**src/rtl/uart_rx_controller.sv**
```systemverilog
// UART receive sequencer: qualifies the start bit, samples each bit at mid-bit and reports the word with one-clk Rx_VALID; no backpressure.
// Define UART_RX_PARITY_EN to add the parity bit and its check; otherwise Rx_PERROR stays 0 and parity_odd is ignored.
module uart_rx_controller #(
    parameter int DATA_BITS  = 8,
    parameter int OVERSAMPLE = 16
) (
    input  logic                 clk,
    input  logic                 reset,
    input  logic                 Rx_EN,
    input  logic                 Rx_sample_ENABLE,
    input  logic                 parity_odd,
    input  logic                 RxD,
    output logic [DATA_BITS-1:0] Rx_DATA,
    output logic                 Rx_VALID,
    output logic                 Rx_PERROR,
    output logic                 Rx_FERROR,
    output logic                 Rx_BUSY
);

    typedef enum logic [2:0] {
        S_IDLE,
        S_START,
        S_DATA,
        S_PARITY,
        S_STOP,
        S_BREAK
    } state_t;

    localparam int             IW        = $clog2(DATA_BITS);
    localparam logic [7:0]     HALF_LAST = 8'(OVERSAMPLE / 2 - 1);
    localparam logic [7:0]     BIT_LAST  = 8'(OVERSAMPLE - 1);
    localparam logic [IW-1:0]  IDX_LAST  = IW'(DATA_BITS - 1);

    state_t                 state_q;
    logic [1:0]             sync_q;
    logic [7:0]             cnt_q;
    logic [IW-1:0]          idx_q;
    logic [DATA_BITS-1:0]   shift_q;
    logic                   rxd_s;
    logic                   mid_bit;

`ifdef UART_RX_PARITY_EN
    logic                   podd_q;
    logic                   perr_q;
`else
    logic                   parity_unused;
    assign parity_unused = parity_odd;
`endif

    assign rxd_s   = sync_q[1];
    assign mid_bit = Rx_sample_ENABLE && (cnt_q == BIT_LAST);
    assign Rx_BUSY = (state_q != S_IDLE);

    always_ff @(posedge clk or posedge reset) begin
        if (reset) begin
            sync_q <= 2'b11;
        end else begin
            sync_q <= {sync_q[0], RxD};
        end
    end

    always_ff @(posedge clk or posedge reset) begin
        if (reset) begin
            state_q   <= S_IDLE;
            cnt_q     <= 8'd0;
            idx_q     <= '0;
            shift_q   <= '0;
            Rx_DATA   <= '0;
            Rx_VALID  <= 1'b0;
            Rx_PERROR <= 1'b0;
            Rx_FERROR <= 1'b0;
`ifdef UART_RX_PARITY_EN
            podd_q    <= 1'b0;
            perr_q    <= 1'b0;
`endif
        end else begin
            Rx_VALID <= 1'b0;
            if (!Rx_EN) begin
                state_q <= S_IDLE;
                cnt_q   <= 8'd0;
            end else begin
                if (Rx_sample_ENABLE) begin
                    cnt_q <= cnt_q + 8'd1;
                end
                case (state_q)
                    S_IDLE: begin
                        if (Rx_sample_ENABLE && !rxd_s) begin
                            state_q   <= S_START;
                            cnt_q     <= 8'd0;
                            Rx_PERROR <= 1'b0;
                            Rx_FERROR <= 1'b0;
`ifdef UART_RX_PARITY_EN
                            podd_q    <= parity_odd;
`endif
                        end
                    end
                    // Half a bit in, a line that has gone back high was only a glitch.
                    S_START: begin
                        if (Rx_sample_ENABLE && (cnt_q == HALF_LAST)) begin
                            state_q <= rxd_s ? S_IDLE : S_DATA;
                            cnt_q   <= 8'd0;
                            idx_q   <= '0;
                        end
                    end
                    S_DATA: begin
                        if (mid_bit) begin
                            cnt_q   <= 8'd0;
                            shift_q <= {rxd_s, shift_q[DATA_BITS-1:1]};
                            idx_q   <= idx_q + 1'b1;
                            if (idx_q == IDX_LAST) begin
`ifdef UART_RX_PARITY_EN
                                state_q <= S_PARITY;
`else
                                state_q <= S_STOP;
`endif
                            end
                        end
                    end
`ifdef UART_RX_PARITY_EN
                    S_PARITY: begin
                        if (mid_bit) begin
                            cnt_q   <= 8'd0;
                            perr_q  <= ^{shift_q, rxd_s} ^ podd_q;
                            state_q <= S_STOP;
                        end
                    end
`endif
                    S_STOP: begin
                        if (mid_bit) begin
                            cnt_q     <= 8'd0;
                            Rx_DATA   <= shift_q;
                            Rx_FERROR <= ~rxd_s;
                            Rx_VALID  <= 1'b1;
`ifdef UART_RX_PARITY_EN
                            Rx_PERROR <= perr_q;
`endif
                            state_q   <= rxd_s ? S_IDLE : S_BREAK;
                        end
                    end
                    // A line held low after a bad stop must not look like a fresh start bit.
                    S_BREAK: begin
                        if (Rx_sample_ENABLE && rxd_s) begin
                            state_q <= S_IDLE;
                            cnt_q   <= 8'd0;
                        end
                    end
                    default: begin
                        state_q <= S_IDLE;
                        cnt_q   <= 8'd0;
                    end
                endcase
            end
        end
    end

endmodule

```
**config.mk**
```make
export PLATFORM = sky130hd
export DESIGN_NAME = uart_rx_controller
export DESIGN_NICKNAME = d
export VERILOG_FILES = /design/src/rtl/uart_rx_controller.sv
export SDC_FILE = /design/constraint.sdc
export NUM_CORES = 1
export LEC_CHECK = 0
export CAP_MARGIN = 20
export CORE_UTILIZATION = 54
export CTS_CLUSTER_DIAMETER = 30
export DETAILED_ROUTE_END_ITERATION = 16
export PLACE_DENSITY = 0.77
export SLEW_MARGIN = 0
export SYNTH_ARGS = -nofsm -noshare
export SYNTH_HDL_FRONTEND = slang
export SYNTH_SLANG_ARGS = --single-unit
```
**constraint.sdc**
```tcl
create_clock -name clk -period 6 [get_ports clk]
set_input_delay 0.9 -clock clk [delete_from_list [all_inputs] [get_ports clk]]
set_output_delay 0.9 -clock clk [all_outputs]
set_load 0.02 [all_outputs]
```
==> results of run 1 <==
[sequential cells by signal, summed over array words and instances, names as in the netlist]
signal,flops
Rx_DATA,8
Rx_FERROR,1
Rx_VALID,1
cnt_q,8
idx_q,3
shift_q,8
state_q,3
sync_q,2
[cells in the final DEF (no fill, tap or decap), types with 2 or more instances in the layout]
cell | synthesis | layout
dfstp_2 | 2 | 2
nor3_1 | 3 | 3
o211ai_1 | 2 | 2
xnor2_1 | 4 | 4
nor2_1 | 14 | 14
mux2i_1 | 3 | 3
nand2_1 | 10 | 10
nor2b_1 | 2 | 2
o21ai_0 | 5 | 5
clkbuf_4 | 0 | 5
dfrtp_1 | 32 | 32
nand4_1 | 3 | 3
xor2_1 | 3 | 3
ha_1 | 4 | 4
mux2_2 | 17 | 17
nand4b_1 | 2 | 2
clkdlybuf4s50_1 | 0 | 15
nand2b_1 | 3 | 3
nand3_1 | 2 | 2
inv_1 | 2 | 2
o22ai_1 | 2 | 2
and3_1 | 2 | 2
[final cells by class]
cell class                      count  share of cell area [%]
Timing Repair Buffer               16                    8.50
Multi-Input combinational cell     98                    39.5
Inverter                            2                   0.405
Sequential cell                    34                    46.0
Clock inverter                      2                   0.675
Tap cell                           31                    2.09
Clock buffer                        6                    2.77
[layer usage]
| layer | up-vias | part of all wire [%] | track usage, % | wire length (µm) |
|---|---|---|---|---|
| met5 | - | 0 | 0 | 0 |
| met4 | 0 | 1.7 | 11.1 | 48 |
| met3 | 6 | 4.1 | 5.07 | 116 |
| met2 | 32 | 48 | 31.1 | 1350 |
| met1 | 521 | 46 | 26.9 | 1280 |
| li1 | 528 | - | - | - |
[power groups by stage]
stage          clock, mW  sequential [mW]  combinational [mW]
6_report           0.132            0.258               0.115
5_1_grt            0.147            0.261               0.129
4_1_cts            0.138            0.257               0.116
3_5_place_dp           0            0.262               0.114
3_3_place_gp           0            0.261               0.110
2_1_floorplan          0            0.250              0.0978
[per-stage QoR]
stage	cell area, µm²	hold WS [ps]	setup WS, ps	total power, mW	instances
after detailed placement	1790	352	2840	0.376	181
after global routing	1850	374	3100	0.538	189
after CTS	1850	367	3200	0.511	189
final	1850	364	3210	0.505	189
after global placement	1790	347	2870	0.370	181
after floorplan	1620	345	3650	0.347	140
[critical path, cell delays in order]
cell and delay, ps:
clkdlybuf4s50_1 680, and4_1 340, nand3_1 180, nor3b_4 510, mux2_2 390
[worst paths after layout]
kind	endpoint	slack (ps)	cells past startpoint
worst min register to register	sync_q[1]$_DFF_PP1_	360	0
max in group asynchronous	sync_q[1]$_DFF_PP1_	4720	3
worst max-delay path	shift_q[0]$_DFFE_PP0P_	3210	5
worst min-delay path	sync_q[1]$_DFF_PP1_	360	0
worst max register to register	shift_q[0]$_DFFE_PP0P_	3880	5
min in group asynchronous	cnt_q[1]$_DFF_PP0_	950	3
[cell families after synthesis]
| kind of cell | after synthesis | synth area share, % |
|---|---|---|
| DFF | 34 | 52.6 |
| xor gates and xnor gates | 7 | 3.78 |
| adders and majority gates | 4 | 3.08 |
| AOI/OAI and AO/OA | 16 | 6.55 |
| muxes | 20 | 13.6 |
| buffers and inverters | 8 | 2.24 |
| other | 1 | 0.231 |
| and+or+nand+nor | 50 | 17.9 |
==> results.yml, run 1 <==
routing:
  first_pass_iters: 11
  vias: 1087
  route.detailed.drc: 4
  routed_via_density: 5.75
  post_drt_wl_per_cell_um: 14.8
  ant_nets: 0
  wl_mm: 2.80
  drt_iter0_markers: 32
min_path:
  hp-class: "reg -> reg"
  hold_start: "sync_q[0]$_DFF_PP1_"
yosys:
  ys_top_cells_by_area: "dfrtp_1, mux2_2, dfstp_2"
  yosysSeqAreaShare_pct: 52.6
  synthArstFlopShare_pct: 100
  yosysMostFrequentCell: "dfrtp_1"
  syn-num-nets: 150
  yosysWarnings: 0
  netlist_instances: 140
  synth_edf_count: 0
  synth_top_flop_cell: "dfrtp_1"
  syn-cell-area_um2: 1620
  syn_avg_cell_area_um2: 11.6
  yosysTopAreaCellShare_pct: 49.3
  synthTopCellsByCount: "dfrtp_1, mux2_2, nor2_1"
  yosysTopAreaCell: "dfrtp_1"
  synth_seq_cells: 34
  ys_types: 41
sta:
  fin_crit_sh_pct: 46.6
  hold_viol_final: 0
  tightest_slew_ps: 628
  rsz0062_at_grt: "false"
  finalCriticalPeriod_ps: 2790
  max_slew_margin_pct: 57.9
  fmax_mhz: 358
  slew_violations: 0
  finalSetupTns_ps: 0
  setup_viol: 0
  skew_ps: 5.08
floorplan:
  num_rows: 19
  start_util_pct: 57.9
  die_y_um: 56.8
  die_area_um2: 3230
  core_area_um2: 2810
  die_x_um: 56.8
  num_io_pins: 18
final_layout:
  nFillCells: 219
  multiInputGateArea_um2: 733
  post-route-util_pct: 66.1
  n_antenna_cell: 0
  layout-drive-gt1-share_pct: 20.9
  syn2layout_area_growth_pct: 14.3
  final_nets: 167
  register_area_um2: 853
place:
  numPortBuffers: 15
  hpwl_mm: 2.00
  place_congestion: 0.903
global_route:
  grt_max_degree: 35
  track_usage_pct: 20.5
  antenna_found_initial: 0
  grt_pass1_wl_mm: 4.93
  grt_pass1_vias: 1108
  grt-ovfl-total: 0
pwr:
  switchingPower_mw: 0.159
  swShare_pct: 31.4
  power_frac_comb_pct: 22.8
  ir_worst_vdd_mv: 0.176
  power.leakage_nw: 0.841
  pwr-share-seq_pct: 51.1
  p_int_mw: 0.347
  pwr-share-clk_pct: 26.1
  power_density_nw_per_um2: 273
critical_path:
  crit_type: "in -> reg"
  worst_setup_path_end_kind: "flop"
  crit-reg2reg-launch: "cnt_q[0]$_DFF_PP0_"
  cp.required_ps: 6220
  crit_fanout: 11
  critPathLaunchType: "primary input"
  critPathLaunch: "Rx_sample_ENABLE"
  arrival_ps: 3010
clock_tree:
  post-cts-setup-buffers: 0
  cts_buffer_depth: 2
  cts_hold_buf: 0
  insertion_delay_ps: 330
  path_clk_slew_ps: 100
  cts.sinks: 34
  htree_num_levels: 2
  cts_buffers: 5
  cts_tree: "done"
  post_cts_resize_count: 0
  cts_root_buf: "clkbuf_4"
run:
  maxCapViolations: 0
status:
  status: "complete, but fails checks"
  violations: "design-rule violations"
Note: power is estimated with default switching activity, not from simulation.
==> run 2, diff against run 1 <==
==> constraint.sdc (replaced) <==
create_clock -name clk -period 2.85 [get_ports clk]
set_input_delay 0.4275 -clock clk [delete_from_list [all_inputs] [get_ports clk]]
set_output_delay 0.4275 -clock clk [all_outputs]
set_load 0.02 [all_outputs]
==> run 2 against run 1 <==
  * The flow still finishes with violations (design-rule violations)
  * Die area unchanged
  * Wire length increased by 1.8%
  * Global-route usage decreased by 1.1 points
  * Register-to-register slack got worse by 3200 ps
  * Combinational power increased by 120%
  * Critical endpoint is now Rx_BUSY
  * Largest power group unchanged
==> results.yml, run 2 (synthesized netlist as in run 1, its figures left out) <==
critical_path:
  crit-reg2reg-launch: "cnt_q[0]$_DFF_PP0_"
  cp_top_family: "flip-flops"
  crit_fanout: 15
  cp_cell_sequence: "or3_1 > clkdlybuf4s50_1"
  crit_slowest_cell: "dfrtp_1"
  rrSetupSlack_ps: 720
  ff2ff_path_depth: 5
  cpPeakStageDelay_ps: 570
  rr_endpoint: "shift_q[5]$_DFFE_PP0P_"
  crit_type: "reg -> out"
  arrival_ps: 1880
  worst-path-buf-inv: 1
  critPathLaunchType: "flop"
  cp.required_ps: 2420
  worst_setup_path_end_kind: "output pin"
global_route:
  grt_max_degree: 35
  track_usage_pct: 19.4
  grt_pass1_wl_mm: 4.69
  antenna_found_initial: 0
  grt_pass1_vias: 1043
  grt-ovfl-total: 0
clock_tree:
  cts_root_buf: "clkbuf_4"
  cts_hold_buf: 0
  cts.sinks: 34
  htree_num_levels: 2
  path_clk_slew_ps: 110
  cts_buffers: 5
  cts_buffer_depth: 2
  post-cts-setup-buffers: 0
  cts_tree: "done"
  insertion_delay_ps: 330
  post_cts_resize_count: 0
routing:
  drt_iter0_markers: 38
  ant_nets: 0
  post_drt_wl_per_cell_um: 14.8
  route.detailed.drc: 4
  wl_mm: 2.85
  first_pass_iters: 10
  vias: 1115
  routed_via_density: 5.81
sta:
  finalSetupTns_ps: 0
  slew_violations: 0
  setup_viol: 0
  max_slew_margin_pct: 66.4
  fmax_mhz: 434
  rsz0062_at_grt: "false"
  hold-worst-slack_ps: 361
  finalCriticalPeriod_ps: 2300
  fin_crit_sh_pct: 80.8
  tightest_slew_ps: 504
  hold_viol_final: 0
  skew_ps: 3.85
pwr:
  power.leakage_nw: 0.879
  p_int_mw: 0.919
  swShare_pct: 27.0
  power_density_nw_per_um2: 655
  switchingPower_mw: 0.341
  finalPower_mw: 1.26
  pwr-share-clk_pct: 37.0
  power_frac_comb_pct: 20.0
  ir_worst_vdd_mv: 0.443
  pwr-share-seq_pct: 43.1
place:
  placed_cells: 184
  place_congestion: 0.923
  numPortBuffers: 15
  hpwl_mm: 1.97
floorplan:
  num_rows: 19
  core_area_um2: 2810
  die_y_um: 56.8
  num_io_pins: 18
  die_area_um2: 3230
  die_x_um: 56.8
  start_util_pct: 57.9
min_path:
  hp-class: "reg -> reg"
  hold_start: "sync_q[0]$_DFF_PP1_"
  holdPathEnd: "sync_q[1]$_DFF_PP1_"
  holdPathStages: 0
final_layout:
  reg.largest.list: "Rx_DATA x8, cnt_q x8, shift_q x8"
  stdcell_count: 192
  n_antenna_cell: 0
  register_area_um2: 853
  multiInputGateArea_um2: 733
  layout-drive-gt1-share_pct: 22.4
  final_common_cell: "dfrtp_1"
  syn2layout_area_growth_pct: 18.6
  nFillCells: 225
  final_cell_mix: "dfrtp_1, mux2_2, clkdlybuf4s50_1"
  final_nets: 170
run:
  maxCapViolations: 0
status:
  violations: "design-rule violations"
  status: "complete, but fails checks"
run 2: changes by cell type in the layout (fill, tap and decap cells not counted), sizes merged:
cell	delta
clkinvlp	-1
clkinv	-1
buf	+3
bufinv	+2
run 2: worst max path at each step:
stage                           start                endpoint  cells after the start
3_5_place_dp         Rx_sample_ENABLE  shift_q[5]$_DFFE_PP0P_                      5
2_1_floorplan                   Rx_EN  shift_q[0]$_DFFE_PP0P_                      5
3_3_place_gp         Rx_sample_ENABLE  shift_q[6]$_DFFE_PP0P_                      5
4_1_cts        state_q[2]$_DFFE_PP0P_                 Rx_BUSY                      2
6_report       state_q[2]$_DFFE_PP0P_                 Rx_BUSY                      2
5_1_grt        state_q[2]$_DFFE_PP0P_                 Rx_BUSY                      2
run 2: through the flow:
step	area, µm²	worst slack, ps	util, %
floorplan	1620	970	-
global placement	1810	469	64.6
detailed placement	1810	431	64.6
CTS	1920	549	68.6
global route	1920	469	68.6
finish	1920	547	68.6
run 2: area by class of cell:
class | instances | area share [%]
clock inverters | 2 | 3.12
flip-flops and latches | 34 | 44.3
inverters | 2 | 0.390
multi-input cells | 98 | 38.1
well taps | 31 | 2.02
repair buffers | 19 | 9.36
clock buffers | 6 | 2.67
run 2: per-layer routing:
layer  share of wire (%)  up-vias  GRT usage [%]  routed length [µm]
met5                   0        -              0                   0
li1                    -      539              -                   -
met2                  48       30           29.4                1370
met3                 3.9        6           5.07                 110
met1                  46      540           26.2                1320
met4                 1.7        0           8.71                  48
run 2: power groups by stage:
| stage | clock [mW] | sequential, mW | combinational, mW |
|---|---|---|---|
| 2_1_floorplan | 0 | 0.525 | 0.206 |
| 3_3_place_gp | 0 | 0.549 | 0.246 |
| 3_5_place_dp | 0 | 0.551 | 0.250 |
| 4_1_cts | 0.470 | 0.541 | 0.253 |
| 5_1_grt | 0.494 | 0.548 | 0.281 |
| 6_report | 0.466 | 0.543 | 0.251 |
